$ cat config.mk
export PLATFORM = sky130hd
export DESIGN_NAME = fetch_unit
export DESIGN_NICKNAME = d
export VERILOG_FILES = /design/src/rtl/fetch_unit.sv
export SDC_FILE = /design/constraint.sdc
export NUM_CORES = 1
export LEC_CHECK = 0
export CELL_PAD_IN_SITES_DETAIL_PLACEMENT = 1
export CELL_PAD_IN_SITES_GLOBAL_PLACEMENT = 1
export CORE_UTILIZATION = 37
export DETAILED_ROUTE_END_ITERATION = 6
export PLACE_DENSITY_LB_ADDON = 0.12
export SLEW_MARGIN = 20
export SYNTH_ARGS = -nofsm -noshare
export SYNTH_HDL_FRONTEND = slang
export SYNTH_SLANG_ARGS = --single-unit
$ cat constraint.sdc
create_clock -name clk -period 2.4 [get_ports clk]
set_clock_uncertainty 0.05 [all_clocks]
set_input_delay 0.48 -clock clk [delete_from_list [all_inputs] [get_ports clk]]
set_output_delay 0.48 -clock clk [all_outputs]
set_load 0.005 [all_outputs]
$ cat src/rtl/fetch_unit.sv
// Instruction fetch stage: owns the PC, runs the en/ready handshake with the
// 128x8 memory and presents each fetched byte to the decoder via valid/ack.
module fetch_unit #(
  parameter int                 ADDR_W   = 8,
  parameter int                 DATA_W   = 8,
  parameter logic [ADDR_W-1:0]  RESET_PC = ADDR_W'(33),
  parameter int                 TIMEOUT  = 15,
  parameter logic [3:0]         HALT_OP  = 4'b1111
) (
  input  logic              clk,
  input  logic              rst_n,
  output logic              mem_en,
  output logic              mem_read,
  output logic              mem_write,
  output logic [ADDR_W-1:0] mem_address,
  input  logic [DATA_W-1:0] mem_data,
  input  logic              mem_ready,
  output logic [DATA_W-1:0] instr,
  output logic [ADDR_W-1:0] instr_pc,
  output logic              instr_valid,
  input  logic              instr_ack,
  input  logic              redirect,
  input  logic [ADDR_W-1:0] redirect_addr,
  output logic              halted,
  output logic              fetch_err
);

  localparam int CNT_W = $clog2(TIMEOUT + 1);

  typedef enum logic [1:0] {
    S_GAP,
    S_REQ,
    S_HOLD,
    S_HALTED
  } state_e;

  state_e              state_q, state_d;
  logic [ADDR_W-1:0]   pc_q, pc_d;
  logic                mem_en_q, mem_en_d;
  logic [DATA_W-1:0]   instr_q, instr_d;
  logic [ADDR_W-1:0]   instr_pc_q, instr_pc_d;
  logic                instr_valid_q, instr_valid_d;
  logic                halted_q, halted_d;
  logic                fetch_err_q, fetch_err_d;
  logic [CNT_W-1:0]    wait_cnt_q, wait_cnt_d;
  logic [CNT_W-1:0]    wait_inc;

  assign wait_inc = wait_cnt_q + 1'b1;

  always_comb begin
    // NOTE: every _d starts from its _q so no path leaves a signal unassigned,
    // which would otherwise infer a latch.
    state_d       = state_q;
    pc_d          = pc_q;
    mem_en_d      = mem_en_q;
    instr_d       = instr_q;
    instr_pc_d    = instr_pc_q;
    instr_valid_d = instr_valid_q;
    halted_d      = halted_q;
    fetch_err_d   = fetch_err_q;
    wait_cnt_d    = wait_cnt_q;

    if (redirect) begin
      // Redirect wins over everything, including a same-cycle ready or ack.
      pc_d          = redirect_addr;
      instr_valid_d = 1'b0;
      mem_en_d      = 1'b0;
      halted_d      = 1'b0;
      wait_cnt_d    = '0;
      state_d       = S_GAP;
    end else begin
      unique case (state_q)
        S_GAP: begin
          mem_en_d = 1'b1;
          state_d  = S_REQ;
        end
        S_REQ: begin
          if (mem_ready) begin
            instr_d       = mem_data;
            instr_pc_d    = pc_q;
            pc_d          = pc_q + 1'b1;
            instr_valid_d = 1'b1;
            mem_en_d      = 1'b0;
            wait_cnt_d    = '0;
            state_d       = S_HOLD;
          end else begin
            wait_cnt_d = wait_inc;
            if (wait_inc == CNT_W'(TIMEOUT)) begin
              fetch_err_d = 1'b1;
              halted_d    = 1'b1;
              mem_en_d    = 1'b0;
              state_d     = S_HALTED;
            end
          end
        end
        S_HOLD: begin
          // en is already low here, so the memory's count clears without a GAP.
          if (instr_ack) begin
            instr_valid_d = 1'b0;
            if (instr_q[DATA_W-1 -: 4] == HALT_OP) begin
              halted_d = 1'b1;
              state_d  = S_HALTED;
            end else begin
              mem_en_d = 1'b1;
              state_d  = S_REQ;
            end
          end
        end
        S_HALTED: begin
          mem_en_d      = 1'b0;
          instr_valid_d = 1'b0;
        end
        default: state_d = S_GAP;
      endcase
    end
  end

  // NOTE: state is updated with non-blocking assignments so every flop samples
  // the pre-edge values regardless of statement order.
  always_ff @(posedge clk or negedge rst_n) begin
    if (!rst_n) begin
      state_q       <= S_GAP;
      pc_q          <= RESET_PC;
      mem_en_q      <= 1'b0;
      instr_q       <= '0;
      instr_pc_q    <= '0;
      instr_valid_q <= 1'b0;
      halted_q      <= 1'b0;
      fetch_err_q   <= 1'b0;
      wait_cnt_q    <= '0;
    end else begin
      state_q       <= state_d;
      pc_q          <= pc_d;
      mem_en_q      <= mem_en_d;
      instr_q       <= instr_d;
      instr_pc_q    <= instr_pc_d;
      instr_valid_q <= instr_valid_d;
      halted_q      <= halted_d;
      fetch_err_q   <= fetch_err_d;
      wait_cnt_q    <= wait_cnt_d;
    end
  end

  assign mem_en      = mem_en_q;
  assign mem_read    = mem_en_q;
  assign mem_write   = 1'b0;
  assign mem_address = pc_q;
  assign instr       = instr_q;
  assign instr_pc    = instr_pc_q;
  assign instr_valid = instr_valid_q;
  assign halted      = halted_q;
  assign fetch_err   = fetch_err_q;

endmodule

==> flow_summary_export.csv, run 1 <==
group,metric,value,unit
worst_setup_path,crit_type,"flop to flop",
worst_setup_path,critPathArrivalTime,2.15,ns
synthesis,ys_ff_latch,34,
clock_tree,postCtsSetupBuffers,0,
die,dieArea,5240,sq um
clock_tree,cts-root-buf,"clkbuf_8",
global_routing,grt_start_max_net_pins,35,
die,die_h,72.4,um
drt,drc,0,
power_and_ir_drop,leakagePower,0.00106,uW
synthesis,synth_edf_count,0,
clock_tree,cts_inserted_buffers,5,
timing,rsz0062_at_grt,"no",
timing,finalSetupViolations,0,
die,start_util,38.6,%
power_and_ir_drop,power,2330,uW
synthesis,avgSynthCellArea,11.5,sq um
clock_tree,clkTransAtPathRegs,0.07,ns
synthesis,synth_flop_cell,"dfrtp_1",
clock_tree,cts.htree.levels,2,
synthesis,syn_area,1830,sq um
placed_design,dp_cells,271,
worst_setup_path,end_kind,"flop",
clock_tree,clk_path_buf_depth,2,
power_and_ir_drop,netSwitchingPower,713,uW
timing,setup_tns,0,ns
layout,drive_gt1_share,18.9,%
drt,drtAntennaViolNets,0,
power_and_ir_drop,combPwrFrac,42.0,%
drt,drt_wl_total,4.57,mm
power_and_ir_drop,cellPowerDensity,951,nW/um^2
power_and_ir_drop,seq_power_share,39.0,%
layout,syn2layout_area_growth,33.7,%
global_routing,antenna_found_initial,0,
power_and_ir_drop,p_sw_share,30.6,%
synthesis,synthesis.nets,187,
synthesis,yosysWarnings,0,
flow_run,maxCapViolCount,0,
power_and_ir_drop,power.clock.fraction,19.0,%
die,core,4750,sq um
global_routing,grt_pass1_wl,7.87,mm
placed_design,port_buffers,49,
timing,hold_violations,0,
run_status,status,"complete, no violations",
layout,num_antenna_cells,0,
drt,routed_via_density,4.95,
worst_setup_path,crit_required,2.52,ns
timing,slew_viol_final,0,
worst_setup_path,crit_fanout,11,
clock_tree,cts_tree,"done",
die,pin_count,51,
global_routing,first_global_vias,1551,
layout,fill_cells,533,
clock_tree,hold_buffers,0,
placed_design,gp_congestion,0.748,
drt,first_pass_iters,4,
synthesis,async_flop_share,100,%
clock_tree,clock-sinks,34,
global_routing,grt_util_all_layers,19.8,%
global_routing,grt_overflow_total,0,
worst_hold_path,timing.hold.worst.class,"flop to flop",
layout,final_common_cell,"clkdlybuf4s50_1",
synthesis,postSynthCellCount,159,
die,dieWidth,72.4,um
clock_tree,ctsResizeCount,0,
worst_setup_path,cp-start-kind,"flop",
timing,layout_worst_path_cycle_share,84.8,%
power_and_ir_drop,ir_worst_vdd,0.000518,V
synthesis,ys_seq_area_share,46.6,%
synthesis,yosys.cell_types.count,47,
timing,timing.fmax,0.492,GHz
layout,instances_no_fill,279,
layout,most-common-layout-cells,"clkdlybuf4s50_1, dfrtp_1, nor2_1",
drt,first_iter_violations,45,
placed_design,dpl.hpwl,3.35,mm
drt,vias,1380,
die,row_count,25,
drt,wl_per_cell,16.4,um
timing,period_needed,2.03,ns
clock_tree,clk_latency,0.29,ns
power_and_ir_drop,p_int,1620,uW
layout,fin_nets,239,
critical path, cell delays in order (launching register included):
cell and delay [ns]:
dfrtp_1 0.42, inv_1 0.09, ha_1 0.45, nand2_4 0.14, or2_1 0.25, buf_4 0.19
mux2_4 0.31
kinds of logic (layout without fill, tap and decap cells):
logic type / Yosys count / after routing / synth area share, %
flip-flops: 34 / 34 / 46.6
XOR/XNOR: 7 / 7 / 3.34
buffers and inverters: 15 / 68 / 6.14
AO/OA/AOI/OAI: 29 / 29 / 10.9
adder cells (fa/ha/maj): 7 / 7 / 4.78
other: 1 / 1 / 0.205
multiplexers: 20 / 20 / 14.2
AND/OR/NAND/NOR: 46 / 46 / 13.9
area by class of cell:
type | count | area, sq um | share of cell area, %
Inverter | 5 | 18.8 | 0.766
Multi-Input combinational cell | 110 | 867 | 35.4
Timing Repair Buffer | 55 | 536 | 21.9
Clock buffer | 7 | 86.3 | 3.52
Sequential cell | 34 | 853 | 34.8
Clock inverter | 1 | 5.00 | 0.204
Tap cell | 67 | 83.8 | 3.42
per-stage QoR:
step	setup WS [ns]	instance area (sq um)	util [%]	hold slack (ns)
3_5_place_dp	0.117	2360	49.6	0.411
5_1_grt	0.253	2450	51.5	0.463
6_report	0.366	2450	51.5	0.428
3_3_place_gp	0.184	2360	49.6	0.415
4_1_cts	0.347	2450	51.5	0.427
2_1_floorplan	0.578	1830	-	0.134
power by group through the flow:
stage	clock network (uW)	registers [uW]	logic (uW)
finish	443	908	979
detailed placement	0	918	984
floorplan	0	898	515
global route	477	942	1060
CTS	457	913	995
global placement	0	898	957
path summary, 6_finish.rpt:
check | start | to | slack, ns | cells after the start
max | state_q[1] | instr[3] | 0.37 | 6
min | fetch_err | fetch_err | 0.43 | 1
max reg2reg | state_q[1] | instr[3] | 0.37 | 6
min reg2reg | fetch_err | fetch_err | 0.43 | 1
max in group asynchronous | rst_n | mem_address[5] | 1.39 | 2
min in group asynchronous | rst_n | instr_valid | 0.55 | 2
synth_stat cells, types with 4 or more instances:
cell	instances	share of area, %
a21oi_1	7	1.9
buf_4	4	1.6
dfrtp_1	32	44
ha_1	7	4.8
inv_1	5	1.0
mux2_2	7	4.3
mux2_4	10	8.2
nand2_1	10	2.0
nand2b_1	4	1.4
nor2_1	11	2.3
nor3_1	5	1.4
o21ai_0	10	2.7
xnor2_1	4	1.9
state kept, by name, summed over array words and instances, names as in the netlist:
| name | cells |
|---|---|
| fetch_err | 1 |
| instr_pc | 8 |
| halted | 1 |
| instr_valid | 1 |
| wait_cnt_q | 4 |
| mem_en | 1 |
| state_q | 2 |
| instr | 8 |
| mem_address | 8 |
routing by layer:
layer | global-route usage, % | part of all wire, % | routed length, um
met4 | 5.88 | 1.1 | 48
met5 | 0 | 0 | 0
met2 | 35.3 | 52 | 2380
met3 | 5.28 | 4.9 | 226
met1 | 23.3 | 42 | 1910
No activity file was read; power rests on OpenSTA's default activity.
==> run 2, diff against run 1 <==
- CORE_UTILIZATION: 37 -> 33
- clock period: 2.4 -> 1.8 ns (I/O delays scaled with it)
==> run 2 against run 1 <==
Compared with the run above:
- total power grew 42%
- register-to-register slack lost 0.32 ns
- wire length grew 3.4%
- global-route usage shrank 2.5 points
- first-iteration DRC count shrank 24%
- combinational power grew 55%
- sequential share of layout area shrank 2.6 points
- core utilization shrank 0.79 points
- critical path depth is the same
- via count grew 3.9%
==> flow_summary_export.csv, run 2 (synthesis gave the netlist of run 1 again) <==
group,metric,value,unit
global_routing,first_global_vias,1546,
layout,most-common-layout-cells,"clkdlybuf4s50_1, dfrtp_1, buf_4",
flow_run,maxCapViolCount,0,
global_routing,grt_overflow_total,0,
worst_setup_path,crit_buf_inv,1,
global_routing,grt_pass1_wl,7.90,mm
placed_design,dpl.hpwl,3.60,mm
worst_hold_path,worstHoldStart,"fetch_err",
drt,drc,0,
layout,final_common_cell,"clkdlybuf4s50_1",
worst_setup_path,crit_required,1.92,ns
drt,wl_per_cell,15.8,um
power_and_ir_drop,leakagePower,0.00116,uW
die,dieArea,5860,sq um
run_status,status,"complete, no violations",
placed_design,pre_cts_slack,-0.158,ns
timing,fin_ws,0.0416,ns
timing,rsz0062_at_grt,"yes",
timing,hold_violations,0,
worst_setup_path,cpPeakStageDelay,0.45,ns
drt,first_iter_violations,34,
layout,fin_nets,256,
layout,drive_gt1_share,28.8,%
drt,drtAntennaViolNets,0,
worst_setup_path,path_cells,"inv_2, ha_4, nand4b_1, and2_4, a211oi_4, mux2_4",
timing,period_needed,1.76,ns
placed_design,gp_congestion,0.771,
clock_tree,cts_tree,"done",
timing,finalSetupViolations,0,
die,die_h,76.5,um
worst_setup_path,end_kind,"flop",
die,start_util,35.0,%
power_and_ir_drop,power,3310,uW
drt,vias,1434,
timing,layout_worst_path_cycle_share,97.7,%
clock_tree,cts_inserted_buffers,5,
clock_tree,cts-root-buf,"clkbuf_8",
layout,syn2layout_area_growth,45.0,%
clock_tree,clk_latency,0.28,ns
worst_hold_path,timing.hold.worst.class,"flop to flop",
worst_setup_path,cp-start-kind,"flop",
die,dieWidth,76.5,um
worst_setup_path,critPathArrivalTime,1.88,ns
clock_tree,clkTransAtPathRegs,0.07,ns
layout,num_antenna_cells,0,
power_and_ir_drop,cellPowerDensity,1250,nW/um^2
drt,routed_via_density,4.80,
clock_tree,clock-sinks,34,
worst_setup_path,crit_fanout,6,
die,pin_count,51,
placed_design,port_buffers,49,
global_routing,grt_util_all_layers,17.3,%
worst_setup_path,r2r-start,"wait_cnt_q[0]",
global_routing,antenna_found_initial,0,
global_routing,grt_start_max_net_pins,19,
worst_setup_path,crit_type,"flop to flop",
worst_setup_path,crit_slowest_cell,"dfrtp_2",
worst_setup_path,cp_top_family,"flip-flops",
drt,first_pass_iters,4,
worst_setup_path,startpoint,"wait_cnt_q[0]",
power_and_ir_drop,ir_worst_vdd,0.000502,V
die,core,5240,sq um
die,row_count,26,
drt,drt_wl_total,4.72,mm
timing,timing.fmax,0.569,GHz
clock_tree,clk_path_buf_depth,2,
clock_tree,cts.htree.levels,2,
timing,slew_viol_final,0,
## run 2: cell types whose count changed in the layout (fill, tap and decap cells not counted), moves of 2 or more
cell             before  now
ha_1                  7    4
dfrtp_1              32   30
ha_2                  0    2
dfrtp_2               0    2
buf_4                 6   21
clkdlybuf4s50_1      49   47
## run 2: where the power goes
group	total, uW	leakage, uW	internal, uW	switching (uW)
Combinational	1520	0.000695	970	547
Clock	595	0.0000472	308	288
Sequential	1200	0.000420	1010	182
Total	3310	0.00116	2290	1020
## run 2: final cells by class
type	count	area, sq um
fill	570	2580
multi-input combinational	110	925
tap	70	87.6
inverter	5	18.8
clock inverter	2	12.5
clock buffer	6	82.6
sequential	34	856
timing repair buffer	72	676
## run 2: worst paths after layout
kind / endpoint / slack [ns] / cells past startpoint
worst max-delay path: state_q[0] / 0.04 / 6
worst min-delay path: fetch_err / 0.41 / 1
worst max register to register: state_q[0] / 0.04 / 6
worst min register to register: fetch_err / 0.41 / 1
max in group asynchronous: mem_address[5] / 0.64 / 3
min in group asynchronous: instr[5] / 0.52 / 2
## run 2: worst register-to-register path, cell delays in order, from the launching register on
cell and delay (ns):
dfrtp_2 0.45, inv_2 0.08, ha_4 0.14, nand4b_1 0.14, and2_4 0.19, a211oi_4 0.26, mux2_4 0.32
## run 2: per-layer routing
layer	routed length [um]	global-route usage, %
met1	2010	20.6
met2	2470	30.2
met3	181	4.55
met4	63	5.38
met5	0	0
## run 2: what timing repair did
| item | CTS | global route |
|---|---|---|
| hold buffers | 1 | 0 |
| hold endpoints to repair | 15 | 0 |
| pin swaps | 0 | 3 |
| gates resized for setup | 2 | 9 |
| buffers inserted | 1 | 5 |
| endpoints found under the setup margin | 2 | 14 |
## run 2: through the flow
stage          hold WS [ns]  std cells  utilization [%]  cell area (sq um)  setup TNS [ns]
2_1_floorplan        0.0144        159                -               1840               0
3_3_place_gp          0.277        284             46.9               2450           -1.93
3_5_place_dp          0.285        284             46.9               2450           -2.63
4_1_cts               0.418        294             49.1               2570       -0.000849
5_1_grt               0.444        299             50.7               2660         -0.0342
6_report              0.409        299             50.7               2660               0
